--- src/rtl/hardware_transmitter.sv ---
// Serializer for the optical link: valid/ready word intake, optional alternating
// preamble per burst, then MSB-first bits, each held BIT_CYCLES clocks on dout.
module hardware_transmitter #(
    parameter int DATA_WIDTH    = 8,
    parameter int BIT_CYCLES    = 10,
    parameter int PREAMBLE_BITS = 4
) (
    input  logic                  clk,
    input  logic                  rst,
    input  logic [DATA_WIDTH-1:0] s_data,
    input  logic                  s_valid,
    output logic                  s_ready,
    output logic                  dout,
    output logic                  busy
);

    localparam int CYC_W = (BIT_CYCLES > 1) ? $clog2(BIT_CYCLES) : 1;
    localparam int BIT_W = (DATA_WIDTH > 1) ? $clog2(DATA_WIDTH) : 1;
    localparam int PRE_W = (PREAMBLE_BITS > 1) ? $clog2(PREAMBLE_BITS) : 1;

    localparam logic [CYC_W-1:0] CYC_LAST = CYC_W'(BIT_CYCLES - 1);
    localparam logic [BIT_W-1:0] BIT_LAST = BIT_W'(DATA_WIDTH - 1);
    localparam logic [PRE_W-1:0] PRE_LAST = PRE_W'((PREAMBLE_BITS > 0) ? (PREAMBLE_BITS - 1) : 0);
    localparam bit               HAS_PRE  = (PREAMBLE_BITS > 0);

    typedef enum logic [1:0] {
        ST_IDLE     = 2'd0,
        ST_PREAMBLE = 2'd1,
        ST_DATA     = 2'd2
    } state_t;

    // Preamble bit k is 1 for even k and 0 for odd k.
    function automatic logic pre_level(input logic [PRE_W-1:0] k);
        return ~k[0];
    endfunction

    state_t                  state_r, state_s;
    logic [CYC_W-1:0]        cyc_r, cyc_s;
    logic [BIT_W-1:0]        bit_idx_r, bit_idx_s;
    logic [PRE_W-1:0]        pre_idx_r, pre_idx_s;
    logic [DATA_WIDTH-1:0]   shift_r, shift_s;
    logic [DATA_WIDTH-1:0]   shifted_s;
    logic                    dout_r, dout_s;
    logic                    s_ready_s;
    logic                    accept_s;
    logic                    boundary_s;

    assign shifted_s  = shift_r << 1'b1;
    assign boundary_s = (cyc_r == CYC_LAST);

    // Ready when idle, or on the very last cycle of the final data bit.
    always_comb begin
        s_ready_s = 1'b0;
        if (state_r == ST_IDLE) begin
            s_ready_s = 1'b1;
        end else if ((state_r == ST_DATA) && (bit_idx_r == BIT_LAST) && boundary_s) begin
            s_ready_s = 1'b1;
        end else begin
            s_ready_s = 1'b0;
        end
    end

    assign accept_s = s_valid && s_ready_s;

    // Next-state, counter, shift register and line-level computation.
    always_comb begin
        state_s   = state_r;
        cyc_s     = cyc_r;
        bit_idx_s = bit_idx_r;
        pre_idx_s = pre_idx_r;
        shift_s   = shift_r;
        dout_s    = dout_r;
        case (state_r)
            ST_IDLE: begin
                cyc_s  = '0;
                dout_s = 1'b0;
                if (accept_s) begin
                    shift_s   = s_data;
                    bit_idx_s = '0;
                    pre_idx_s = '0;
                    if (HAS_PRE) begin
                        state_s = ST_PREAMBLE;
                        dout_s  = 1'b1;
                    end else begin
                        state_s = ST_DATA;
                        dout_s  = s_data[DATA_WIDTH-1];
                    end
                end else begin
                    state_s = ST_IDLE;
                end
            end
            ST_PREAMBLE: begin
                if (boundary_s) begin
                    cyc_s = '0;
                    if (pre_idx_r == PRE_LAST) begin
                        state_s   = ST_DATA;
                        bit_idx_s = '0;
                        dout_s    = shift_r[DATA_WIDTH-1];
                    end else begin
                        pre_idx_s = pre_idx_r + 1'b1;
                        dout_s    = pre_level(pre_idx_r + 1'b1);
                    end
                end else begin
                    cyc_s = cyc_r + 1'b1;
                end
            end
            ST_DATA: begin
                if (boundary_s) begin
                    cyc_s = '0;
                    if (bit_idx_r == BIT_LAST) begin
                        bit_idx_s = '0;
                        if (accept_s) begin
                            // Back-to-back word: no preamble, no gap.
                            shift_s = s_data;
                            dout_s  = s_data[DATA_WIDTH-1];
                        end else begin
                            state_s = ST_IDLE;
                            shift_s = '0;
                            dout_s  = 1'b0;
                        end
                    end else begin
                        bit_idx_s = bit_idx_r + 1'b1;
                        shift_s   = shifted_s;
                        dout_s    = shifted_s[DATA_WIDTH-1];
                    end
                end else begin
                    cyc_s = cyc_r + 1'b1;
                end
            end
            default: begin
                state_s   = ST_IDLE;
                cyc_s     = '0;
                bit_idx_s = '0;
                pre_idx_s = '0;
                shift_s   = '0;
                dout_s    = 1'b0;
            end
        endcase
    end

    // State and datapath registers; reset abandons any word in flight.
    always_ff @(posedge clk or negedge rst) begin
        if (!rst) begin
            state_r   <= ST_IDLE;
            cyc_r     <= '0;
            bit_idx_r <= '0;
            pre_idx_r <= '0;
            shift_r   <= '0;
            dout_r    <= 1'b0;
        end else begin
            state_r   <= state_s;
            cyc_r     <= cyc_s;
            bit_idx_r <= bit_idx_s;
            pre_idx_r <= pre_idx_s;
            shift_r   <= shift_s;
            dout_r    <= dout_s;
        end
    end

    assign s_ready = s_ready_s;
    assign dout    = dout_r;
    assign busy    = (state_r != ST_IDLE);

endmodule

--- config.mk ---
export PLATFORM = sky130hd
export DESIGN_NAME = hardware_transmitter
export DESIGN_NICKNAME = d
export VERILOG_FILES = /design/src/rtl/hardware_transmitter.sv
export SDC_FILE = /design/constraint.sdc
export NUM_CORES = 1
export LEC_CHECK = 0
export BUFFER_PORTS_ARGS = -buffer_cell sky130_fd_sc_hd__buf_2
export CORE_MARGIN = 5
export CORE_UTILIZATION = 60
export DETAILED_ROUTE_END_ITERATION = 7
export HOLD_SLACK_MARGIN = 0.03
export PLACE_DENSITY = 0.82
export SYNTH_ARGS = -nofsm -noshare
export SYNTH_HDL_FRONTEND = slang
export SYNTH_SLANG_ARGS = --single-unit
--- constraint.sdc ---
create_clock -name clk -period 2.5 [get_ports clk]
set_input_delay 0.375 -clock clk [delete_from_list [all_inputs] [get_ports clk]]
set_output_delay 0.375 -clock clk [all_outputs]
set_load 0.005 [all_outputs]
Yosys cells after proc, flatten, opt, wreduce, memory -nomap -nowiden:

Cells that the tools add are included.

* reductions and logical operators: 11
* bitwise logic cells: 3
* divide/modulo/power cells: 0
* $mul: 0
* add/subtract/negate cells: 3
* muxes and demuxes: 33
* magnitude comparators: 0
* equality and inequality tests: 12
* shift-type cells: 0

Operators with widths (count)
* 2-to-1 mux 8 bit: 4
* case mux 8 bit (3 select lines): 1
* 2-to-1 mux 2 bit: 8
* 2-to-1 mux 3 bit: 5
* inequality test 2 bit, second input constant: 6
* case mux 2 bit (3 select lines): 2
* 2-to-1 mux 1 bit: 9
* case mux 3 bit (3 select lines): 1
* 2-to-1 mux 4 bit: 2
* AND reduction 4 bit: 2
* AND reduction 5 bit: 1
* adder 4 x 1 -> 4 bit, second input constant: 1
* == test 2 bit, second input constant: 2
* == test 4 bit, second input constant: 1
* adder 3 x 1 -> 3 bit, second input constant: 1
* == test 3 bit, second input constant: 1
* logical AND 1 bit: 3
* inverter 1 bit: 3
* case mux 1 bit (3 select lines): 1
* AND reduction 3 bit: 1
* adder 2 x 1 -> 2 bit, second input constant: 1
* == test 2 x 1 -> 1 bit, second input constant: 1
* zero test 2 bit: 1
* inequality test 2 x 1 -> 1 bit, second input constant: 1
* 3 further kinds: 3

* latch bits: 0
* output and inout bits: 3
* register bits: 20
* memories kept: 0
* bits in read-only memories: 0
* RAM bits: 0
* logic and storage cells: 68
* bits of input ports: 11

Longest topological paths before layout:

Gate-level depths: netlist of the first run.

* depth in word-level cells: 10
* mapped depth: 7
* mapped depth without buffers: 6

Least setup slack after synthesis of the first run:

No wires, ideal clock.

* kind: reg-to-reg
* start point: register state_r[0]
* end point: register shift_r[4]
* buffers on the path: 1
* clock period less this slack: 1.626 ns
* stages on the path, launching flop included: 7
* setup slack: 0.874 ns
* arrival: 1.500 ns
* data required time: 2.374 ns
* path through: dfrtp_1 -> inv_1 -> ha_1 -> or2b_1 -> o211ai_4 -> buf_6 -> a221o_1

* cells in the longest elaborated chain, start to end: 10
* elaborated cells between the ends (all ways): 16
* those cells by class: eq/ne: 4; mux: 6; bitwise: 1; reduce/logical: 5

Ends and longest elaborated chain
* from (decl): RTL line 37 `state_t state_r, state_s;`
* from (signal assigned): RTL line 151 `state_r <= state_s;`
* == test 2 bit: RTL line 56, 73
* logical AND 1 bit (2 in a row): RTL line 56 `end else if ((state_r == ST_DATA) && (bit_idx_r == BIT_LAST) && boundary_s) begin`
* 2-to-1 mux 1 bit: RTL line 56
* 2-to-1 mux 1 bit: RTL line 54 `if (state_r == ST_IDLE) begin`
* logical AND 1 bit: RTL line 63 `assign accept_s = s_valid && s_ready_s;`
* 2-to-1 mux 8 bit: RTL line 112 `if (accept_s) begin`
* 2-to-1 mux 8 bit: RTL line 110 `if (bit_idx_r == BIT_LAST) begin`
* 2-to-1 mux 8 bit: RTL line 108 `if (boundary_s) begin`
* case mux 8 bit (3 select lines): RTL line 73 `case (state_r)`
* to (signal assigned): RTL line 155 `shift_r <= shift_s;`
* to (decl): RTL line 41 `logic [DATA_WIDTH-1:0] shift_r, shift_s;`

Parallel ways exist; a longest one is shown, timed or not. The select of a mux whose other input is x is not followed.
A chain may end at the register's enable or synchronous reset.

Worst setup path in the final report of the first run:

* start point: register state_r[0]
* end point: output port s_ready

* cells in the longest elaborated chain, start to end: 5
* elaborated cells between the ends (all ways): 6
* those cells by class: eq/ne: 1; mux: 2; reduce/logical: 3

Ends and longest elaborated chain
* == test 2 bit: RTL line 56
* logical AND 1 bit (2 in a row): RTL line 56
* 2-to-1 mux 1 bit: RTL line 56
* 2-to-1 mux 1 bit *: RTL line 54
* to (decl): RTL line 12 `output logic s_ready,`

Mark *: on every way between the ends. The rest lies on a longest branch, timed or not.

==> results of run 1 <==
-- routing by layer --
metal	vias to the layer above	GRT usage, %	routed length, um
li1	470	-	-
met1	477	24.9	1140
met2	27	35.2	1250
met3	9	4.36	110
met4	0	10.8	68
met5	-	0	0
-- synth_stat cells (all sizes together) --
cell type / instances / share of area, %
nor4: 2 / 1.0
a21o: 1 / 0.73
o31ai: 3 / 1.9
o2bb2ai: 2 / 1.5
o21ai: 11 / 4.9
o32ai: 1 / 0.73
buf: 2 / 1.4
and2: 3 / 1.6
nand3b: 1 / 1.7
a22oi: 1 / 0.62
nand2b: 2 / 1.0
o21a: 1 / 0.62
a221oi: 1 / 0.73
or2b: 1 / 0.62
o211ai: 1 / 1.8
a22o: 3 / 2.3
a21boi: 1 / 0.62
a221o: 3 / 2.5
nor3b: 1 / 0.62
nand3: 3 / 1.2
and2b: 2 / 1.2
ha: 9 / 9.4
nand4: 1 / 0.52
dfrtp: 20 / 42
a21oi: 11 / 4.9
and3b: 2 / 1.8
inv: 7 / 2.2
nor2: 7 / 2.2
xnor2: 2 / 1.5
a211oi: 1 / 0.62
nand2: 11 / 3.4
mux2: 2 / 2.2
nor2b: 1 / 0.52
-- placed cells by master (no fill, tap or decap), types with 2 or more instances in the layout --
cell type  count
nor4_1         2
dfrtp_1       20
o2bb2ai_1      2
a21oi_1       10
nor2_1         7
nand2b_1       2
nand2_1       11
o31ai_1        3
ha_1           9
xnor2_1        2
and2_1         3
o21ai_0        9
and2b_1        2
clkbuf_4       3
buf_2         13
inv_1          7
nand3_1        3
a22o_1         2
a221o_1        3
-- flip-flops by register name (all words and copies together) (netlist names) --
register   flops
cyc_r          4
state_r        2
bit_idx_r      3
shift_r        8
dout           1
pre_idx_r      2
-- power by group --
part           total (mW)  leakage (nW)  internal (mW)  switching [mW]
Combinational      0.0178         0.359        0.00714          0.0107
Sequential          0.323         0.255          0.323               0
Clock               0.198        0.0210         0.0892           0.109
Total               0.539         0.635          0.420           0.120
-- cell families (layout without fill, tap and decap cells) --
logic type      Yosys count  in the layout  share of synthesized area (%)
simple gates             37             37                           17.5
flops                    20             20                           41.6
buf+inv                   9             25                           3.54
mux                       2              2                           2.18
xor+xnor                  2              2                           1.46
compound gates           41             41                           24.4
fa+ha+maj                 9              9                           9.37
-- worst paths after layout --
kind,start,endpoint,slack [ns],cells after the start
min in group asynchronous,rst,bit_idx_r[0],0.52,2
setup / recovery,state_r[0],s_ready,0.43,5
max in group asynchronous,rst,shift_r[0],1.67,2
hold / removal,s_data[0],shift_r[0],0.28,2
setup reg to reg,state_r[0],shift_r[4],0.57,6
hold reg to reg,cyc_r[0],cyc_r[0],0.49,1
-- area by class of cell --
class                   instances  area (um^2)  share of cell area [%]
multi-input cells              91          659                    49.5
flip-flops and latches         20          500                    37.6
repair buffers                 14         75.1                    5.64
clock buffers                   4         36.3                    2.73
well taps                      27         33.8                    2.54
inverters                       7         26.3                    1.97
-- critical path, delay by kind of cell (launching register included) --
kind	cells	cell delay [ns]
simple gates	1	0.09
buf+inv	2	0.24
compound gates	1	0.14
fa+ha+maj	1	0.49
flops	1	0.42
==> metrics.yaml, run 1 <==
final_layout:
  nFillCells: 148
  area_growth_pct: 10.7
  drive_above_1_share_pct: 19.1
  layout.nets: 157
  finish.utilization_pct: 68.6
  stdcell_area_um2: 1330
  diodes: 0
  final_cells: 163
routing:
  drtIter0Drc: 26
  via_per_inst: 6.03
  vias: 983
  final_antenna_net_count: 0
  drtPass1Iterations: 4
  drc_errors: 0
  wl_per_cell_um: 15.7
  wirelength_um: 2570
power:
  vdd_ir_drop_max_mv: 0.334
  cellPowerDensity_nw_per_um2: 405
  total_power_uw: 539
  power.static_leakage_nw: 0.635
floorplan:
  initial_utilization_pct: 61.9
  io_pins: 14
  die_area_um2: 3000
  rows: 16
  die_w_um: 54.8
  fp.dieH_um: 54.8
  core_um2: 1940
sta:
  min_period_over_period_pct: 83.0
  worstMarginPinSlew_ns: 0.516
  fin_skew_ns: 0.00123
  finalHoldViolCount: 0
  finalSetupViolCount: 0
  drv_slew: 0
  clock.fmax_mhz: 482
  max_slew_margin_pct: 65.6
  hold_ws_ns: 0.284
  rsz0062_at_grt: "no"
  fin_crit_ns: 2.07
  tns_ns: 0
  setup_ws_ns: 0.425
logic_synthesis:
  synth_area_um2: 1200
  syn_nets: 140
  synth_cells: 120
  synth-warning-count: 0
  synth.distinct_cells: 40
  yosysSeqAreaShare_pct: 41.6
  synth-seq-cells: 20
  synth.avg_cell_area_um2: 10.0
worst_hold_path:
  min-delay-path-class: "in2reg"
placed_design:
  portBuffers: 13
  placed_area_um2: 1280
  dp_slack_ns: 0.612
  gp_congestion: 0.899
  place_hpwl_um: 1930
  place_inst: 158
setup_path:
  crit_chain: "inv_1 > ha_1 > nand2_1 > o21ai_0 > buf_2"
  critPathKind: "reg2out"
  cp.required_ns: 2.12
  crit_path_start_kind: "flop"
  slowest_delay_ns: 0.49
  arrival_ns: 1.70
  end_kind: "output port"
  critPathSlowestCell: "ha_1"
  cp_max_fo: 16
cts:
  clk_pin_slew_ns: 0.12
  cts_root_buf: "clkbuf_4"
  cts_setup_buffers: 0
  clockBufferDepth: 2
  hold_buffers: 1
  cts_sinks: 20
  h-tree-depth: 1
  clk_latency_ns: 0.32
  cts_resized: 0
  cts_tree: "built"
  cts_made_buffers: 3
outcome:
  status: "completed"
flow_run:
  cap_violations: 0
grt:
  grt_max_degree: 21
  grt_pass1_vias: 982
  grt_first_pass_wirelength_um: 4370
  antenna_found_initial: 0
  overflow: 0
  grt.total_usage_pct: 21.0
Power figures use the tool's default switching activity.
==> inputs of run 2 (changes only) <==
--- a/config.mk
+++ b/config.mk
@@ -7,10 +7,10 @@
 export LEC_CHECK = 0
 export BUFFER_PORTS_ARGS = -buffer_cell sky130_fd_sc_hd__buf_2
 export CORE_MARGIN = 5
-export CORE_UTILIZATION = 60
+export CORE_UTILIZATION = 51
 export DETAILED_ROUTE_END_ITERATION = 7
 export HOLD_SLACK_MARGIN = 0.03
-export PLACE_DENSITY = 0.82
+export PLACE_DENSITY = 0.74
 export SYNTH_ARGS = -nofsm -noshare
 export SYNTH_HDL_FRONTEND = slang
 export SYNTH_SLANG_ARGS = --single-unit
==> constraint.sdc (replaced) <==
create_clock -name clk -period 1.8 [get_ports clk]
set_input_delay 0.27 -clock clk [delete_from_list [all_inputs] [get_ports clk]]
set_output_delay 0.27 -clock clk [all_outputs]
set_load 0.005 [all_outputs]
==> run 2 against run 1 <==
Die area rose by 14%. Sequential share of layout area fell by 2.1 points. Power rose by 38%. Global-route usage fell by 4.8 points. Clock skew rose by 0.0093 ns. First-iteration DRC count fell by 19%. Cell area rose by 6.2%. Largest cell class unchanged. Highest routed layer unchanged.
==> metrics.yaml, run 2 (synthesis results as in run 1) <==
outcome:
  status: "completed"
floorplan:
  rows: 17  # +1
  die_w_um: 58.6  # +6.9%
  fp.dieH_um: 58.6  # +6.9%
  io_pins: 14  # unchanged
  initial_utilization_pct: 53.8  # -8.1 points
  die_area_um2: 3430  # +14%
  core_um2: 2230  # +15%
sta:
  worstMarginPinSlew_ns: 0.466  # -0.0498 ns
  finalHoldViolCount: 0  # unchanged
  finalSetupViolCount: 0  # unchanged
  rsz0062_at_grt: "yes"
  max_slew_margin_pct: 68.9  # +3.3 points
  clock.fmax_mhz: 587
  fin_skew_ns: 0.0105  # +0.00931 ns
  min_period_over_period_pct: 94.7
  drv_slew: 0  # unchanged
  fin_crit_ns: 1.70
setup_path:
  crit_path_start_kind: "flop"
  worst-r2r-cell-count: 6  # unchanged
  cp_max_fo: 7  # -9
  crit_start: "bit_idx_r[0]"
  rr_startpoint: "bit_idx_r[0]"
  arrival_ns: 1.43  # -0.27 ns
  r2r-end: "shift_r[5]"
  r2r_slack_ns: 0.13  # -0.44 ns
  end_kind: "output port"
  cp.required_ns: 1.53  # -0.59 ns
  critPathKind: "reg2out"
placed_design:
  place_hpwl_um: 1910  # -1.0%
  gp_congestion: 0.904  # +0.55%
  placed_area_um2: 1310  # +1.9%
  portBuffers: 13  # unchanged
  place_inst: 162  # +2.5%
final_layout:
  diodes: 0  # unchanged
  drive_above_1_share_pct: 27.9  # +8.7 points
  final_common_cell: "dfrtp_1"
  reg.largest.list: "shift_r (8), cyc_r (4), bit_idx_r (3)"
  largest_reg_flops: 8  # unchanged
  stdcell_area_um2: 1410  # +6.2%
  final_cell_mix: "dfrtp_1 (19), buf_2 (13), nand2_1 (11)"
  largest-register: "shift_r"
  area_growth_pct: 17.6
  final_cells: 168  # +3.1%
  layout.nets: 161  # +2.5%
  finish.utilization_pct: 63.3  # -5.3 points
routing:
  via_per_inst: 5.73  # -5.0%
  vias: 963  # -2.0%
  drtPass1Iterations: 4  # unchanged
  drc_errors: 0  # unchanged
  wl_per_cell_um: 15.5  # -1.7%
  wirelength_um: 2600  # +1.3%
  final_antenna_net_count: 0  # unchanged
  drtIter0Drc: 21  # -19%
cts:
  cts_sinks: 20  # unchanged
  cts_root_buf: "clkbuf_4"
  cts_tree: "built"
  clk_pin_slew_ns: 0.12  # about the same
  h-tree-depth: 1  # unchanged
  clk_latency_ns: 0.31  # about the same
  cts_made_buffers: 3  # unchanged
  clockBufferDepth: 2  # unchanged
grt:
  antenna_found_initial: 0  # unchanged
  grt_max_degree: 21  # unchanged
  grt_pass1_vias: 939  # -4.4%
  grt_first_pass_wirelength_um: 4370  # unchanged
  grt.total_usage_pct: 16.2  # -4.8 points
  overflow: 0  # unchanged
worst_hold_path:
  min-delay-path-class: "in2reg"
  hp-start: "s_data[0]"
  hold_depth: 2  # unchanged
  hold_path_end: "shift_r[0]"
power:
  cellPowerDensity_nw_per_um2: 525  # +30%
  vdd_ir_drop_max_mv: 0.535  # +60%
  total_power_uw: 743  # +38%
  power.static_leakage_nw: 0.656  # +3.2%
flow_run:
  cap_violations: 0  # unchanged
run 2: cell count changes in the layout (fill, tap and decap cells not counted), moves of 2 or more:
cell / delta
inv_2: +2
ha_1: -4
ha_4: +3
buf_4: +4
inv_1: -2
run 2: per-stage QoR:
stage | hold WS, ns | setup slack, ns | TNS, ns
floorplan | -0.0256 | 0.174 | 0
global placement | 0.239 | 0.0186 | 0
CTS | 0.180 | 0.0116 | 0
global route | 0.169 | -0.00681 | -0.0112
finish | 0.173 | 0.0960 | 0
detailed placement | 0.251 | -0.0161 | -0.0228
run 2: report_power, final:
part | internal (mW) | switching, mW
clock | 0.124 | 0.145
sequential | 0.449 | 0
combinational | 0.00989 | 0.0149
run 2: final cells by class:
class | count | area, um^2
fillers | 179 | 820
flip-flops and latches | 20 | 502
clock buffers | 4 | 36.3
well taps | 28 | 35.0
inverters | 7 | 26.3
repair buffers | 18 | 105
multi-input cells | 91 | 709
run 2: critical path, cell delays in order (launching register included):
cell and delay, ns:
dfrtp_1 0.42, ha_1 0.24, ha_4 0.19, nand2_1 0.08, o21ai_2 0.06, buf_2 0.13
run 2: per-layer routing:
layer	vias up	track usage, %	part of all wire, %
met2	24	26.8	49
met5	-	0	0
met3	5	3.07	3.4
met1	453	21.0	46
li1	481	-	-
met4	0	5.63	1.5
run 2: how the worst max path moves through the flow:
stage                            end  slack [ns]
after detailed placement  shift_r[5]       -0.02
after global routing         s_ready      -0.007
after floorplan           shift_r[4]        0.17
final                        s_ready         0.1
after CTS                    s_ready        0.01
after global placement    shift_r[6]        0.02
run 2: timing repair:
item                                    in CTS  in global routing
gates resized for setup                      6                  7
hold endpoints to repair                    20                  0
hold buffers                                 1                  0
endpoints found under the setup margin       4                  8
buffers inserted                             0                  1
==> inputs of run 3 (changes only) <==
--- a/config.mk
+++ b/config.mk
@@ -5,9 +5,10 @@
 export SDC_FILE = /design/constraint.sdc
 export NUM_CORES = 1
 export LEC_CHECK = 0
-export BUFFER_PORTS_ARGS = -buffer_cell sky130_fd_sc_hd__buf_2
+export BUFFER_PORTS_ARGS = -buffer_cell sky130_fd_sc_hd__clkbuf_2
 export CORE_MARGIN = 5
 export CORE_UTILIZATION = 51
+export CTS_CLUSTER_SIZE = 20
 export DETAILED_ROUTE_END_ITERATION = 7
 export HOLD_SLACK_MARGIN = 0.03
 export PLACE_DENSITY = 0.74
==> constraint.sdc (replaced) <==
create_clock -name clk -period 1.8 [get_ports clk]
set_input_delay 0.36 -clock clk [delete_from_list [all_inputs] [get_ports clk]]
set_output_delay 0.36 -clock clk [all_outputs]
set_load 0.005 [all_outputs]
==> run 3 against run 2 <==
Die area is the same. Critical endpoint unchanged. Power shrank 0.51%. Utilization grew 2.6 points. Worst hold slack gained 0.099 ns. Routed wire length grew 3.3%. Cell area grew 4.1%. Largest cell class unchanged.
==> metrics.yaml, run 3 (synthesis results as in run 1) <==
outcome:
  status: "completed"
sta:
  finalHoldViolCount: 0  # unchanged
  drv_slew: 0  # unchanged
  fin_skew_ns: 0.00602  # -0.00452 ns
  tns_ns: 0  # unchanged
  rsz0062_at_grt: "yes"
  clock.fmax_mhz: 565  # -3.8%
  fin_crit_ns: 1.77  # +0.0670 ns
  max_slew_margin_pct: 67.2  # -1.7 points
  finalSetupViolCount: 0  # unchanged
  worstMarginPinSlew_ns: 0.492  # +0.0252 ns
  min_period_over_period_pct: 98.4  # +3.7 points
setup_path:
  crit_start: "cyc_r[1]"
  cp_max_fo: 8  # +1
  critPathKind: "reg2out"
  arrival_ns: 1.41  # -0.02 ns
  crit_path_start_kind: "flop"
  rr_startpoint: "state_r[0]"
  cp.required_ns: 1.44  # -0.09 ns
  end_kind: "output port"
floorplan:
  rows: 17  # unchanged
  io_pins: 14  # unchanged
  fp.dieH_um: 58.6  # unchanged
  die_area_um2: 3430  # unchanged
  die_w_um: 58.6  # unchanged
  core_um2: 2230  # unchanged
  initial_utilization_pct: 53.8  # unchanged
cts:
  cts_tree: "built"
  cts_sinks: 20  # unchanged
  clk_latency_ns: 0.30  # about the same
  clk_pin_slew_ns: 0.12  # about the same
  h-tree-depth: 1  # unchanged
  cts_made_buffers: 3  # unchanged
  cts_root_buf: "clkbuf_4"
  clockBufferDepth: 2  # unchanged
power:
  power.static_leakage_nw: 0.690  # +5.2%
  vdd_ir_drop_max_mv: 0.451  # -16%
  total_power_uw: 739  # -0.51%
  cellPowerDensity_nw_per_um2: 502  # -4.4%
flow_run:
  cap_violations: 0  # unchanged
grt:
  grt_first_pass_wirelength_um: 4670  # +7.0%
  antenna_found_initial: 0  # unchanged
  grt-busiest-layer: "met2"
  grt_max_degree: 21  # unchanged
  grt.total_usage_pct: 17.5  # +1.3 points
  grt_util_met3_pct: 1.97  # -1.1 points
  use_met2_pct: 28.1  # +1.3 points
  grt_pass1_vias: 975  # +3.8%
  overflow: 0  # unchanged
  use_met1_pct: 24.4  # +3.3 points
worst_hold_path:
  min-delay-path-class: "in2reg"
  hp-start: "s_data[0]"
routing:
  vias: 970  # +0.73%
  via_per_inst: 5.57  # -2.7%
  drtPass1Iterations: 4  # unchanged
  drtIter0Drc: 25  # +19%
  final_antenna_net_count: 0  # unchanged
  wirelength_um: 2680  # +3.3%
  drc_errors: 0  # unchanged
  wl_per_cell_um: 15.4  # -0.29%
final_layout:
  diodes: 0  # unchanged
  stdcell_area_um2: 1470  # +4.1%
  drive_above_1_share_pct: 32.2  # +4.3 points
  area_growth_pct: 22.4
  final_cells: 174  # +3.6%
  final_common_cell: "dfrtp_1"
  largest_reg_flops: 8  # unchanged
  reg.largest.list: "shift_r (8), cyc_r (4), bit_idx_r (3)"
  layout.nets: 167  # +3.7%
  largest-register: "shift_r"
  final_cell_mix: "dfrtp_1 (19), clkbuf_2 (12), nand2_1 (10), a21oi_1 (10), buf_4 (10)"
placed_design:
  portBuffers: 13  # unchanged
  gp_congestion: 0.890  # -1.6%
  placed_area_um2: 1300  # -0.57%
  place_hpwl_um: 1940  # +1.3%
  place_inst: 161  # -0.62%
[run 3: area by class of cell]
cell class                 count  area [um^2]
clock buffer                   4         36.3
inverter                       7         26.3
sequential                    20          502
fill                         176          762
tap                           28         35.0
multi-input combinational     91          722
timing repair buffer          24          150
[run 3: per-stage QoR]
step	utilization (%)	hold slack [ns]	worst slack [ns]
finish	65.9	0.272	0.0290
global route	65.9	0.273	-0.0335
CTS	62.6	0.277	0.00522
detailed placement	58.3	0.349	-0.0401
global placement	58.3	0.346	0.0370
floorplan	-	0.0644	0.174
[run 3: report_power, final]
part,internal [mW],switching [mW]
registers,0.449,0
logic,0.00988,0.0145
clock network,0.123,0.142
[run 3: path summary, 6_finish.rpt]
| path | endpoint | depth (start not counted) | slack [ns] |
|---|---|---|---|
| max in group asynchronous | state_r[1] | 2 | 0.90 |
| min | shift_r[0] | 2 | 0.27 |
| min in group asynchronous | shift_r[7] | 2 | 0.53 |
| max | s_ready | 5 | 0.03 |
| max reg2reg | shift_r[5] | 5 | 0.11 |
| min reg2reg | shift_r[3] | 2 | 0.49 |
[run 3: metal layers]
metal	wire length [um]	share of wire [%]	vias up
met5	0	0	-
met4	29	1.1	0
met3	65	2.4	4
met2	1330	50	11
met1	1260	47	459
li1	-	-	496
[run 3: what timing repair did]
item	4_1_cts	5_1_grt
hold endpoints to repair	20	0
resized for setup	11	6
setup endpoints to repair	7	6
hold buffers	1	0
pin swaps	0	1
setup buffers	0	8
[run 3: worst max-delay path, cell delays in order, from the launching register on]
cell,delay (ns)
dfrtp_1,0.42
inv_1,0.10
ha_4,0.16
nand3b_4,0.14
o21ai_2,0.17
buf_2,0.12
